===== src/rtl/bus_controller.sv =====
`default_nettype none
// ============================================================================
//  Module   : bus_controller
//  Purpose  : Arbitrates Icache / Dcache miss traffic onto the external word
//             bus. Handles line refills, dirty-line write-backs and uncached
//             single-word accesses, and raises ready pulses and core_WAIT_o.
//  Revision : 1.0  initial release
// ============================================================================
module bus_controller #(
    parameter int LINE_WORDS = 4,
    parameter int ADDR_W     = 32
) (
    input  logic                       clk,
    input  logic                       rst_n,
    input  logic                       Icache_miss_i,
    input  logic [ADDR_W-1:0]          Icache_addr_i,
    input  logic                       Dcache_miss_i,
    input  logic [ADDR_W-1:0]          Dcache_addr_i,
    input  logic                       Dcache_wb_i,
    input  logic [ADDR_W-1:0]          Dcache_wb_addr_i,
    input  logic [32*LINE_WORDS-1:0]   Dcache_wb_line_i,
    input  logic                       Dcache_unc_i,
    input  logic                       Dcache_unc_we_i,
    input  logic [ADDR_W-1:0]          Dcache_unc_addr_i,
    input  logic [31:0]                Dcache_unc_wdata_i,
    output logic                       bus_req_o,
    output logic                       bus_we_o,
    output logic [ADDR_W-1:0]          bus_addr_o,
    output logic [31:0]                bus_wdata_o,
    input  logic                       bus_ack_i,
    input  logic [31:0]                bus_rdata_i,
    output logic                       bc_Icache_ready_o,
    output logic [32*LINE_WORDS-1:0]   bc_Icache_line_o,
    output logic                       bc_Dcache_ready_o,
    output logic [32*LINE_WORDS-1:0]   bc_Dcache_line_o,
    output logic                       core_WAIT_o
);

    localparam int                CNT_W     = $clog2(LINE_WORDS);
    localparam int                LINE_W    = 32 * LINE_WORDS;
    localparam logic [ADDR_W-1:0] OFF_MASK  = ADDR_W'(LINE_WORDS * 4 - 1);
    localparam logic [CNT_W-1:0]  LAST_BEAT = CNT_W'(LINE_WORDS - 1);

    typedef enum logic [2:0] {
        S_IDLE   = 3'd0,
        S_D_UNC  = 3'd1,
        S_D_WB   = 3'd2,
        S_D_FILL = 3'd3,
        S_I_FILL = 3'd4,
        S_DONE_I = 3'd5,
        S_DONE_D = 3'd6
    } state_t;

    state_t              state_q;
    logic [CNT_W-1:0]    beat_q;
    logic [ADDR_W-1:0]   fill_base_q;
    logic [ADDR_W-1:0]   wb_base_q;
    logic [LINE_W-1:0]   wb_line_q;
    logic                unc_we_q;
    logic [ADDR_W-1:0]   unc_addr_q;
    logic [31:0]         unc_wdata_q;
    logic                bus_req_q;
    logic                bus_we_q;
    logic [ADDR_W-1:0]   bus_addr_q;
    logic [31:0]         bus_wdata_q;
    logic [LINE_W-1:0]   i_line_q;
    logic [LINE_W-1:0]   d_line_q;
    logic                i_ready_q;
    logic                d_ready_q;
    logic                wait_q;

    logic [CNT_W-1:0]    beat_d;
    logic [ADDR_W-1:0]   fill_addr_d;
    logic [ADDR_W-1:0]   wb_addr_d;
    logic [31:0]         wb_word_d;

    // Address and victim word for the beat that follows the current one
    always_comb begin
        beat_d      = beat_q + CNT_W'(1);
        fill_addr_d = fill_base_q + ADDR_W'({beat_d, 2'b00});
        wb_addr_d   = wb_base_q + ADDR_W'({beat_d, 2'b00});
        wb_word_d   = wb_line_q[{beat_d, 5'd0} +: 32];
    end

    // Controller FSM: arbitration, burst sequencing and all registered outputs
    always_ff @(posedge clk or negedge rst_n) begin
        if (!rst_n) begin
            state_q     <= S_IDLE;
            beat_q      <= '0;
            fill_base_q <= '0;
            wb_base_q   <= '0;
            wb_line_q   <= '0;
            unc_we_q    <= 1'b0;
            unc_addr_q  <= '0;
            unc_wdata_q <= '0;
            bus_req_q   <= 1'b0;
            bus_we_q    <= 1'b0;
            bus_addr_q  <= '0;
            bus_wdata_q <= '0;
            i_line_q    <= '0;
            d_line_q    <= '0;
            i_ready_q   <= 1'b0;
            d_ready_q   <= 1'b0;
            wait_q      <= 1'b0;
        end else begin
            i_ready_q <= 1'b0;
            d_ready_q <= 1'b0;
            case (state_q)
                S_IDLE: begin
                    beat_q <= '0;
                    if (Dcache_unc_i) begin
                        unc_we_q    <= Dcache_unc_we_i;
                        unc_addr_q  <= Dcache_unc_addr_i;
                        unc_wdata_q <= Dcache_unc_wdata_i;
                        state_q     <= S_D_UNC;
                    end else if (Dcache_miss_i) begin
                        fill_base_q <= Dcache_addr_i & ~OFF_MASK;
                        wb_base_q   <= Dcache_wb_addr_i & ~OFF_MASK;
                        wb_line_q   <= Dcache_wb_line_i;
                        state_q     <= Dcache_wb_i ? S_D_WB : S_D_FILL;
                    end else if (Icache_miss_i) begin
                        fill_base_q <= Icache_addr_i & ~OFF_MASK;
                        state_q     <= S_I_FILL;
                    end
                end
                S_D_UNC: begin
                    // First cycle presents the beat; core is frozen until its ack
                    if (!bus_req_q) begin
                        bus_req_q   <= 1'b1;
                        bus_we_q    <= unc_we_q;
                        bus_addr_q  <= unc_addr_q;
                        bus_wdata_q <= unc_wdata_q;
                        wait_q      <= 1'b1;
                    end else if (bus_ack_i) begin
                        bus_req_q <= 1'b0;
                        bus_we_q  <= 1'b0;
                        wait_q    <= 1'b0;
                        if (!unc_we_q) begin
                            d_line_q[31:0] <= bus_rdata_i;
                        end
                        d_ready_q <= 1'b1;
                        state_q   <= S_DONE_D;
                    end
                end
                S_D_WB: begin
                    if (!bus_req_q) begin
                        bus_req_q   <= 1'b1;
                        bus_we_q    <= 1'b1;
                        bus_addr_q  <= wb_base_q;
                        bus_wdata_q <= wb_line_q[31:0];
                    end else if (bus_ack_i) begin
                        if (beat_q == LAST_BEAT) begin
                            // Roll straight into the refill with no idle bus cycle
                            beat_q      <= '0;
                            bus_we_q    <= 1'b0;
                            bus_addr_q  <= fill_base_q;
                            bus_wdata_q <= '0;
                            state_q     <= S_D_FILL;
                        end else begin
                            beat_q      <= beat_d;
                            bus_addr_q  <= wb_addr_d;
                            bus_wdata_q <= wb_word_d;
                        end
                    end
                end
                S_D_FILL, S_I_FILL: begin
                    if (!bus_req_q) begin
                        bus_req_q  <= 1'b1;
                        bus_we_q   <= 1'b0;
                        bus_addr_q <= fill_base_q;
                    end else if (bus_ack_i) begin
                        if (state_q == S_I_FILL) begin
                            i_line_q[{beat_q, 5'd0} +: 32] <= bus_rdata_i;
                        end else begin
                            d_line_q[{beat_q, 5'd0} +: 32] <= bus_rdata_i;
                        end
                        if (beat_q == LAST_BEAT) begin
                            beat_q    <= '0;
                            bus_req_q <= 1'b0;
                            if (state_q == S_I_FILL) begin
                                i_ready_q <= 1'b1;
                                state_q   <= S_DONE_I;
                            end else begin
                                d_ready_q <= 1'b1;
                                state_q   <= S_DONE_D;
                            end
                        end else begin
                            beat_q     <= beat_d;
                            bus_addr_q <= fill_addr_d;
                        end
                    end
                end
                S_DONE_I, S_DONE_D: begin
                    state_q <= S_IDLE;
                end
                default: begin
                    state_q <= S_IDLE;
                end
            endcase
        end
    end

    assign bus_req_o         = bus_req_q;
    assign bus_we_o          = bus_we_q;
    assign bus_addr_o        = bus_addr_q;
    assign bus_wdata_o       = bus_wdata_q;
    assign bc_Icache_ready_o = i_ready_q;
    assign bc_Icache_line_o  = i_line_q;
    assign bc_Dcache_ready_o = d_ready_q;
    assign bc_Dcache_line_o  = d_line_q;
    assign core_WAIT_o       = wait_q;

endmodule
`default_nettype wire


===== config.mk =====
export PLATFORM = sky130hd
export DESIGN_NAME = bus_controller
export DESIGN_NICKNAME = d
export VERILOG_FILES = /design/src/rtl/bus_controller.sv
export SDC_FILE = /design/constraint.sdc
export NUM_CORES = 1
export LEC_CHECK = 0
export CELL_PAD_IN_SITES_DETAIL_PLACEMENT = 1
export CELL_PAD_IN_SITES_GLOBAL_PLACEMENT = 2
export CORE_UTILIZATION = 30
export DETAILED_ROUTE_END_ITERATION = 7
export GPL_ROUTABILITY_DRIVEN = 0
export PLACE_DENSITY = 0.77
export SLEW_MARGIN = 30
export SYNTH_ARGS = -nofsm -noshare
export SYNTH_HDL_FRONTEND = slang
export SYNTH_SLANG_ARGS = --single-unit

===== constraint.sdc =====
create_clock -name clk -period 3.6 [get_ports clk]
set_input_delay 0.9 -clock clk [delete_from_list [all_inputs] [get_ports clk]]
set_output_delay 0.9 -clock clk [all_outputs]
set_load 0.03 [all_outputs]

* After elaboration in Yosys (flattened, before gate mapping) *
Cells that the tools add are included.

word-level totals
  flip-flop bits (word level) = 583
  bits in latches = 0
  bits in writable memories = 0
  ROM bits = 0
  bits of input ports = 328
  output and inout port bits = 325
  logic and storage cells = 141
  memories = 0

cells by class
  add/subtract/negate cells = 4
  $mul = 0
  div/mod/pow operators = 0
  magnitude comparators = 0
  equality and inequality tests = 26
  shifts and indexed selects = 3
  muxes and demuxes = 68
  bitwise operators = 2
  reductions and logical operators = 20

operator list
  cell                      number
  $mux 32                   19
  $bwmux 128                2
  $pmux 32 s2               2
  $shift 32x9->128 const A  1
  $shiftx 128x8->32         1
  $shiftx 32x9->128         1
  $pmux 32 s3               1
  $add 32x4->32             2
  $mux 3                    11
  $ne 2x2->1 const B        13
  $mux 1                    24
  $ne 3x3->1 const B        5
  $pmux 3 s4                1
  $reduce_and 3->1          4
  $reduce_and 5->1          2
  $neg 7->9                 1
  $reduce_and 9->1          1
  $mux 2                    4
  $reduce_and 4->1          2
  $reduce_bool 2->1         4
  $reduce_and 7->1          1
  $eq 3x2->1 const B        2
  $pmux 1 s3                2
  $ne 2x1->1 const B        2
  13 further kinds          15

* Logic depth before layout (Yosys ltp) *
Gate-level depths: netlist (run 1).

  depth in word-level cells = 7
  gate-level depth with buffers = 9

* Worst setup path after synthesis (run 1) *
OpenSTA, ideal clock, no wires.

  kind = register -> register
  start = reg beat_q[0]
  end = reg bus_wdata_q[10] (netlist: bus_wdata_o[10])
  library setup time = 0.132 ns
  arrival = 2.345 ns
  data required time = 3.468 ns
  slack = 1.123 ns
  cell stages (with the launch flop) = 9
  path buffers = 3
  path through = dfrtp_1 buf_2 inv_1 ha_1 clkbuf_1 clkbuf_1 mux4_2 a221oi_1 o21ai_0

on the way
  longest elaborated chain between the ends = 6
  elaborated cells on any way between the ends = 7

RTL lines
  element                 RTL line  text
  start, declared         55        logic [CNT_W-1:0] beat_q;
  start signal, assigned  160       beat_q <= beat_d;
  start signal, assigned  188       beat_q <= beat_d;
  $add 2x1->2             79        beat_d = beat_q + CNT_W'(1);
  $shiftx 128x8->32       82        wb_word_d = wb_line_q[{beat_d, 5'd0} +: 32];
  $mux 32 *               152       if (beat_q == LAST_BEAT) begin
  $mux 32 *               151       end else if (bus_ack_i) begin
  $mux 32 *               146       if (!bus_req_q) begin
  $pmux 32 s2 *           108       case (state_q)
  end signal, assigned    132       bus_wdata_q <= unc_wdata_q;
  end signal, assigned    150       bus_wdata_q <= wb_line_q[31:0];
  end signal, assigned    162       bus_wdata_q <= wb_word_d;
  end, declared           65        logic [31:0] bus_wdata_q;

Every way passes the cells marked *; elsewhere a longest branch is shown, timed or not. The select of a mux whose other input is x is not followed.
A chain may end at the register's enable or synchronous reset.

* Final worst setup path (run 1) *
  start = reg bus_req_q (netlist: bus_req_o)
  end = out bus_req_o

RTL lines
  element                 RTL line  text
  start, declared         62        logic bus_req_q;
  start signal, assigned  96        bus_req_q <= 1'b0;
  start signal, assigned  129       bus_req_q <= 1'b1;
  start signal, assigned  135       bus_req_q <= 1'b0;
  end, declared           26        output logic bus_req_o,

No word-level cell between the ends.

==> results.json, run 1 <==
{
  "status": "finished, final reports clean",
  "cp.arrival_ns": 1.94,
  "yosysSeqAreaShare_pct": 60.7,
  "via_per_inst": 4.95,
  "finalSetupViolCount": 0,
  "cts.sinks": 579,
  "root_buffer": "clkbuf_16",
  "path_clk_slew_ns": 0.06,
  "clock_skew_ns": 0.0214,
  "ys_types": 47,
  "wl_met2_mm": 44.7,
  "path_delay_family": "buffers and inverters",
  "ctsHoldBuffers": 0,
  "cts_setup_buffers": 0,
  "cts_tree": "done",
  "routed-via-count": 18800,
  "cts-buffers-inserted": 68,
  "initial_core_util_pct": 30.3,
  "finalCritPeriodShare_pct": 78.9,
  "netlist_instances": 2065,
  "drv_cap": 0,
  "finalSetupTns_ns": 0,
  "grt_pass1_vias": 20400,
  "die_w_um": 284,
  "reg2reg_slack_ns": 0.96,
  "routed_wirelength_mm": 88.6,
  "regToRegStartpoint": "beat_q[0]",
  "path_class": "reg2out",
  "grt_max_degree": 78,
  "async_flop_share_pct": 100,
  "final-hold-violation-count": 0,
  "htreeDepth": 3,
  "slew_headroom_pct": 44.5,
  "die_h_um": 284,
  "drive_gt1_share_pct": 16.4,
  "clk_path_buf_depth": 3,
  "crit_fanout": 7,
  "rr_worst_depth": 6,
  "areaGrowthSynthToFinish_pct": 42.4,
  "max_freq_ghz": 0.352,
  "worstSkewPairLatency_ns": 0.62,
  "drt_iter0_markers": 980,
  "wl_met1_mm": 35.8,
  "fp-row-count": 103,
  "synth_commonest_cells": "579 x dfrtp_1, 367 x nand2_1, 273 x o21ai_0, 225 x mux2_2, 95 x clkbuf_1",
  "yosys_warnings": 0,
  "tightest_slew_ns": 0.833,
  "synth_area_um2": 23900,
  "avgSynthCellArea_um2": 11.6,
  "crit_path_cell_trace": "clkdlybuf4s50_1",
  "drc": 0,
  "cts_resized": 0,
  "p_per_area_nw_per_um2": 875,
  "end_kind": "primary output",
  "grt_pass1_wl_mm": 133,
  "synth_area_leaders": "dfrtp_1 61%, mux2_2 11%, nand2_1 5.8%",
  "start_kind": "flop",
  "top_layer": "met5",
  "nets": 3019,
  "holdWs_ns": 0.242,
  "dieArea_um2": 80700,
  "yosysMostFrequentCell": "dfrtp_1",
  "power_mw": 29.7,
  "synthFlopType": "dfrtp_1",
  "worst_ep_required_time_ns": 2.70,
  "grt_usage_pct": 21.8,
  "io_buffers": 640,
  "yosysTopAreaCell": "dfrtp_1",
  "gr-total-overflow": 0,
  "ys_ff_latch": 579,
  "route.met3.wl_mm": 5.55,
  "synth_edf_count": 0,
  "dp_hpwl_mm": 61.9,
  "critical_path.slowest_cell": "clkdlybuf4s50_1",
  "rsz0062_at_grt": "no",
  "drt-pass1-iter-count": 5,
  "crit_path_max_incr_delay_ns": 0.84,
  "syn_nets": 2399,
  "ios": 653,
  "nFillCells": 8449,
  "period_needed_ns": 2.84,
  "leakagePower_nw": 14.4,
  "wl_per_cell_um": 23.3,
  "peakVddDrop_mv": 0.462,
  "antenna_found_initial": 31,
  "maxSlewViolCount": 0,
  "core_area_um2": 78900,
  "critPathBufInv": 1,
  "hold_class": "in2async",
  "antenna_left": 0,
  "rr_endpoint": "bus_wdata_o[22]",
  "synth_top_area_share_pct": 60.7
}
## kinds of logic (layout without fill, tap and decap cells)
logic type	after synthesis	in the layout	share of synthesized area [%]
compound gates	476	476	11.8
xor+xnor	1	1	0.0367
fa+ha+maj	6	6	0.314
buf+inv	189	861	3.24
flops	579	579	60.7
mux	289	289	15.0
other cells	0	18	0
simple gates	525	525	8.95
## layout by cell type (no fill, tap or decap), types with 3 or more instances in the layout
| cell type | count |
|---|---|
| o22ai_1 | 3 |
| buf_4 | 44 |
| diode_2 | 18 |
| nor2b_1 | 4 |
| clkinv_2 | 13 |
| a22o_1 | 32 |
| inv_1 | 41 |
| a221oi_1 | 44 |
| o21ai_0 | 273 |
| a222oi_1 | 12 |
| a21o_1 | 3 |
| o21ai_1 | 5 |
| and3_1 | 20 |
| bufinv_16 | 6 |
| ha_1 | 5 |
| nand2_2 | 8 |
| dfrtp_1 | 578 |
| clkdlybuf4s50_1 | 638 |
| mux2i_1 | 32 |
| mux4_2 | 32 |
| and2_1 | 3 |
| buf_12 | 13 |
| clkbuf_1 | 14 |
| nand3_1 | 35 |
| nor2_1 | 73 |
| mux2_2 | 225 |
| nand2_1 | 359 |
| nor3_2 | 3 |
| a21oi_1 | 84 |
| nor3_1 | 4 |
| a31oi_1 | 5 |
| a211oi_1 | 4 |
| clkbuf_8 | 12 |
| clkbuf_16 | 69 |
## sequential cells by signal, summed over array words and instances, names as in the netlist, 2 cells and up
signal	cells
bus_addr_o	32
unc_addr_q	32
unc_wdata_q	32
state_q	3
fill_base_q	28
wb_line_q	128
beat_q	2
bc_Dcache_line_o	128
bc_Icache_line_o	128
wb_base_q	28
bus_wdata_o	32
## worst max path at each step
| stage | startpoint | end | slack (ns) | depth (start not counted) |
|---|---|---|---|---|
| finish | bus_req_o | bus_req_o | 0.76 | 1 |
| detailed placement | bus_ack_i | bc_Icache_line_o[113] | 0.48 | 7 |
| CTS | bus_req_o | bus_req_o | 0.72 | 1 |
| floorplan | beat_q[0] | bus_wdata_o[10] | 1.12 | 8 |
| global placement | bus_ack_i | bc_Icache_line_o[106] | 0.64 | 7 |
| global route | bus_req_o | bus_req_o | 0.67 | 1 |
## through the flow
stage	utilization (%)	instance area [um^2]	setup WS, ns	std cells
after floorplan	-	23900	1.12	2065
after global placement	40.1	31600	0.639	3665
after detailed placement	40.1	31600	0.478	3665
after CTS	43.0	33900	0.718	3787
after global routing	43.1	34000	0.668	3800
final	43.1	34000	0.758	3805
## layer usage
metal | up-vias | GRT usage (%)
met5 | - | 0
met4 | 26 | 7.04
met3 | 153 | 6.00
met2 | 527 | 37.7
met1 | 9636 | 26.2
li1 | 8491 | -
## power breakdown
part	switching [mW]	total, mW	internal (mW)	leakage [nW]
clock	2.92	7.16	4.25	1.14
sequential	1.44	10.4	8.96	7.40
combinational	7.01	12.2	5.16	5.82
total	11.4	29.7	18.4	14.4
## layout make-up
| type | instances | area [um^2] | area share [%] |
|---|---|---|---|
| clock inverters | 27 | 364 | 1.07 |
| well taps | 1050 | 1310 | 3.86 |
| flip-flops and latches | 579 | 14500 | 42.6 |
| clock buffers | 95 | 1940 | 5.72 |
| diodes | 18 | 45.0 | 0.132 |
| multi-input cells | 1297 | 8680 | 25.5 |
| repair buffers | 697 | 7000 | 20.6 |
| inverters | 42 | 158 | 0.464 |
No activity file was read; power rests on OpenSTA's default activity.
==> run 2: changes to the inputs <==
Clock period 3.6 ns to 2.8 ns, I/O delays scaled along.
==> results.json, run 2 (synthesis gave the netlist of run 1 again) <==
{
  "gr-total-overflow": 0,
  "finish.instance_area_um2": 34400,
  "path_class": "reg2out",
  "worstSkewPairLatency_ns": 0.60,
  "wl_per_cell_um": 23.5,
  "final_cell_mix": "638 x clkdlybuf4s50_1, 578 x dfrtp_1, 359 x nand2_1, 273 x o21ai_0, 225 x mux2_2",
  "fin_cells": 3828,
  "finalCritPeriodShare_pct": 96.8,
  "finalSetupTns_ns": 0,
  "grt_max_degree": 65,
  "period_needed_ns": 2.71,
  "drive_gt1_share_pct": 17.6,
  "drc": 0,
  "p_per_area_nw_per_um2": 1130,
  "crit_fanout": 19,
  "dieArea_um2": 80700,
  "clk_path_buf_depth": 3,
  "maxSlewViolCount": 0,
  "grt_usage_pct": 22.3,
  "path_clk_slew_ns": 0.06,
  "fp-row-count": 103,
  "die_h_um": 284,
  "max_freq_ghz": 0.369,
  "worst_ep_required_time_ns": 2.10,
  "core_area_um2": 78900,
  "routed_wirelength_mm": 90.1,
  "rsz0062_at_grt": "no",
  "grt_pass1_wl_mm": 137,
  "peakVddDrop_mv": 0.657,
  "areaGrowthSynthToFinish_pct": 44.1,
  "dp_hpwl_mm": 63.8,
  "cts.sinks": 579,
  "layout_commonest_cell": "clkdlybuf4s50_1",
  "htreeDepth": 3,
  "end_kind": "primary output",
  "leakagePower_nw": 14.6,
  "slew_headroom_pct": 58.2,
  "start_kind": "flop",
  "finalSetupViolCount": 0,
  "nets": 3049,
  "dpl_cell_area_um2": 32000,
  "die_w_um": 284,
  "initial_core_util_pct": 30.3,
  "drt_iter0_markers": 920,
  "cts_setup_buffers": 0,
  "cp.arrival_ns": 2.01,
  "routed-via-count": 18900,
  "grt_pass1_vias": 21100,
  "cts_resized": 0,
  "tightest_slew_ns": 0.627,
  "status": "finished, final reports clean",
  "drv_cap": 0,
  "root_buffer": "clkbuf_16",
  "hold_class": "in2async",
  "io_buffers": 640,
  "ctsHoldBuffers": 0,
  "cts_tree": "done",
  "final-hold-violation-count": 0,
  "via_per_inst": 4.95,
  "drt-pass1-iter-count": 7,
  "ios": 653,
  "cts-buffers-inserted": 69,
  "antenna_found_initial": 22,
  "antenna_left": 0,
  "clock_skew_ns": 0.0232,
  "placedCellCount": 3694
}
-- run 2: cell count changes in the layout (fill, tap and decap cells not counted), sizes merged --
cell,delta
diode,-8
inv,-1
clkbuf,+3
bufinv,-1
clkinv,+1
buf,+29
-- run 2: area by class of cell --
type	count	area [um^2]
Tap cell	1050	1310
Timing Repair Buffer	726	7340
Fill cell	8440	44500
Sequential cell	579	14500
Multi-Input combinational cell	1297	8690
Inverter	42	158
Antenna cell	10	25.0
Clock inverter	26	332
Clock buffer	98	2040
-- run 2: layer usage --
metal	vias up	global-route usage [%]	part of all wire [%]
met5	-	0	0.16
met4	22	6.68	2.3
met3	134	5.75	6.2
met2	504	39.1	51
met1	9715	26.7	40
li1	8561	-	-
-- run 2: final timing paths --
path | cells past startpoint | to | slack [ns] | from
setup / recovery | 2 | bus_req_o | 0.09 | bus_req_o
hold reg to reg | 2 | bc_Dcache_line_o[66] | 0.48 | bc_Dcache_line_o[66]
setup reg to reg | 6 | bc_Icache_line_o[82] | 0.43 | beat_q[1]
max in group asynchronous | 3 | wb_line_q[53] | 1.77 | rst_n
hold / removal | 1 | wb_line_q[69] | 0.09 | rst_n
min in group clk | 2 | bc_Dcache_line_o[66] | 0.48 | bc_Dcache_line_o[66]
-- run 2: report_power, final --
part | internal [mW] | switching [mW]
Clock | 5.58 | 3.73
Combinational | 6.87 | 9.07
Sequential | 11.5 | 1.92
-- run 2: per-stage QoR --
stage | hold slack [ns] | utilization, % | setup WS [ns] | total power, mW
floorplan | 0.404 | - | 0.323 | 22.4
global placement | 0.462 | 40.5 | 0.167 | 29.0
detailed placement | 0.470 | 40.5 | 0.106 | 29.6
global route | 0.0949 | 43.6 | 0.0160 | 40.8
CTS | 0.0746 | 43.5 | 0.0428 | 39.2
finish | 0.0940 | 43.6 | 0.0903 | 38.7
-- run 2: worst max-delay path, cell delays in order (launching register included) --
cell and delay (ns):
dfrtp_1 0.35, buf_4 0.25, clkdlybuf4s50_1 0.80
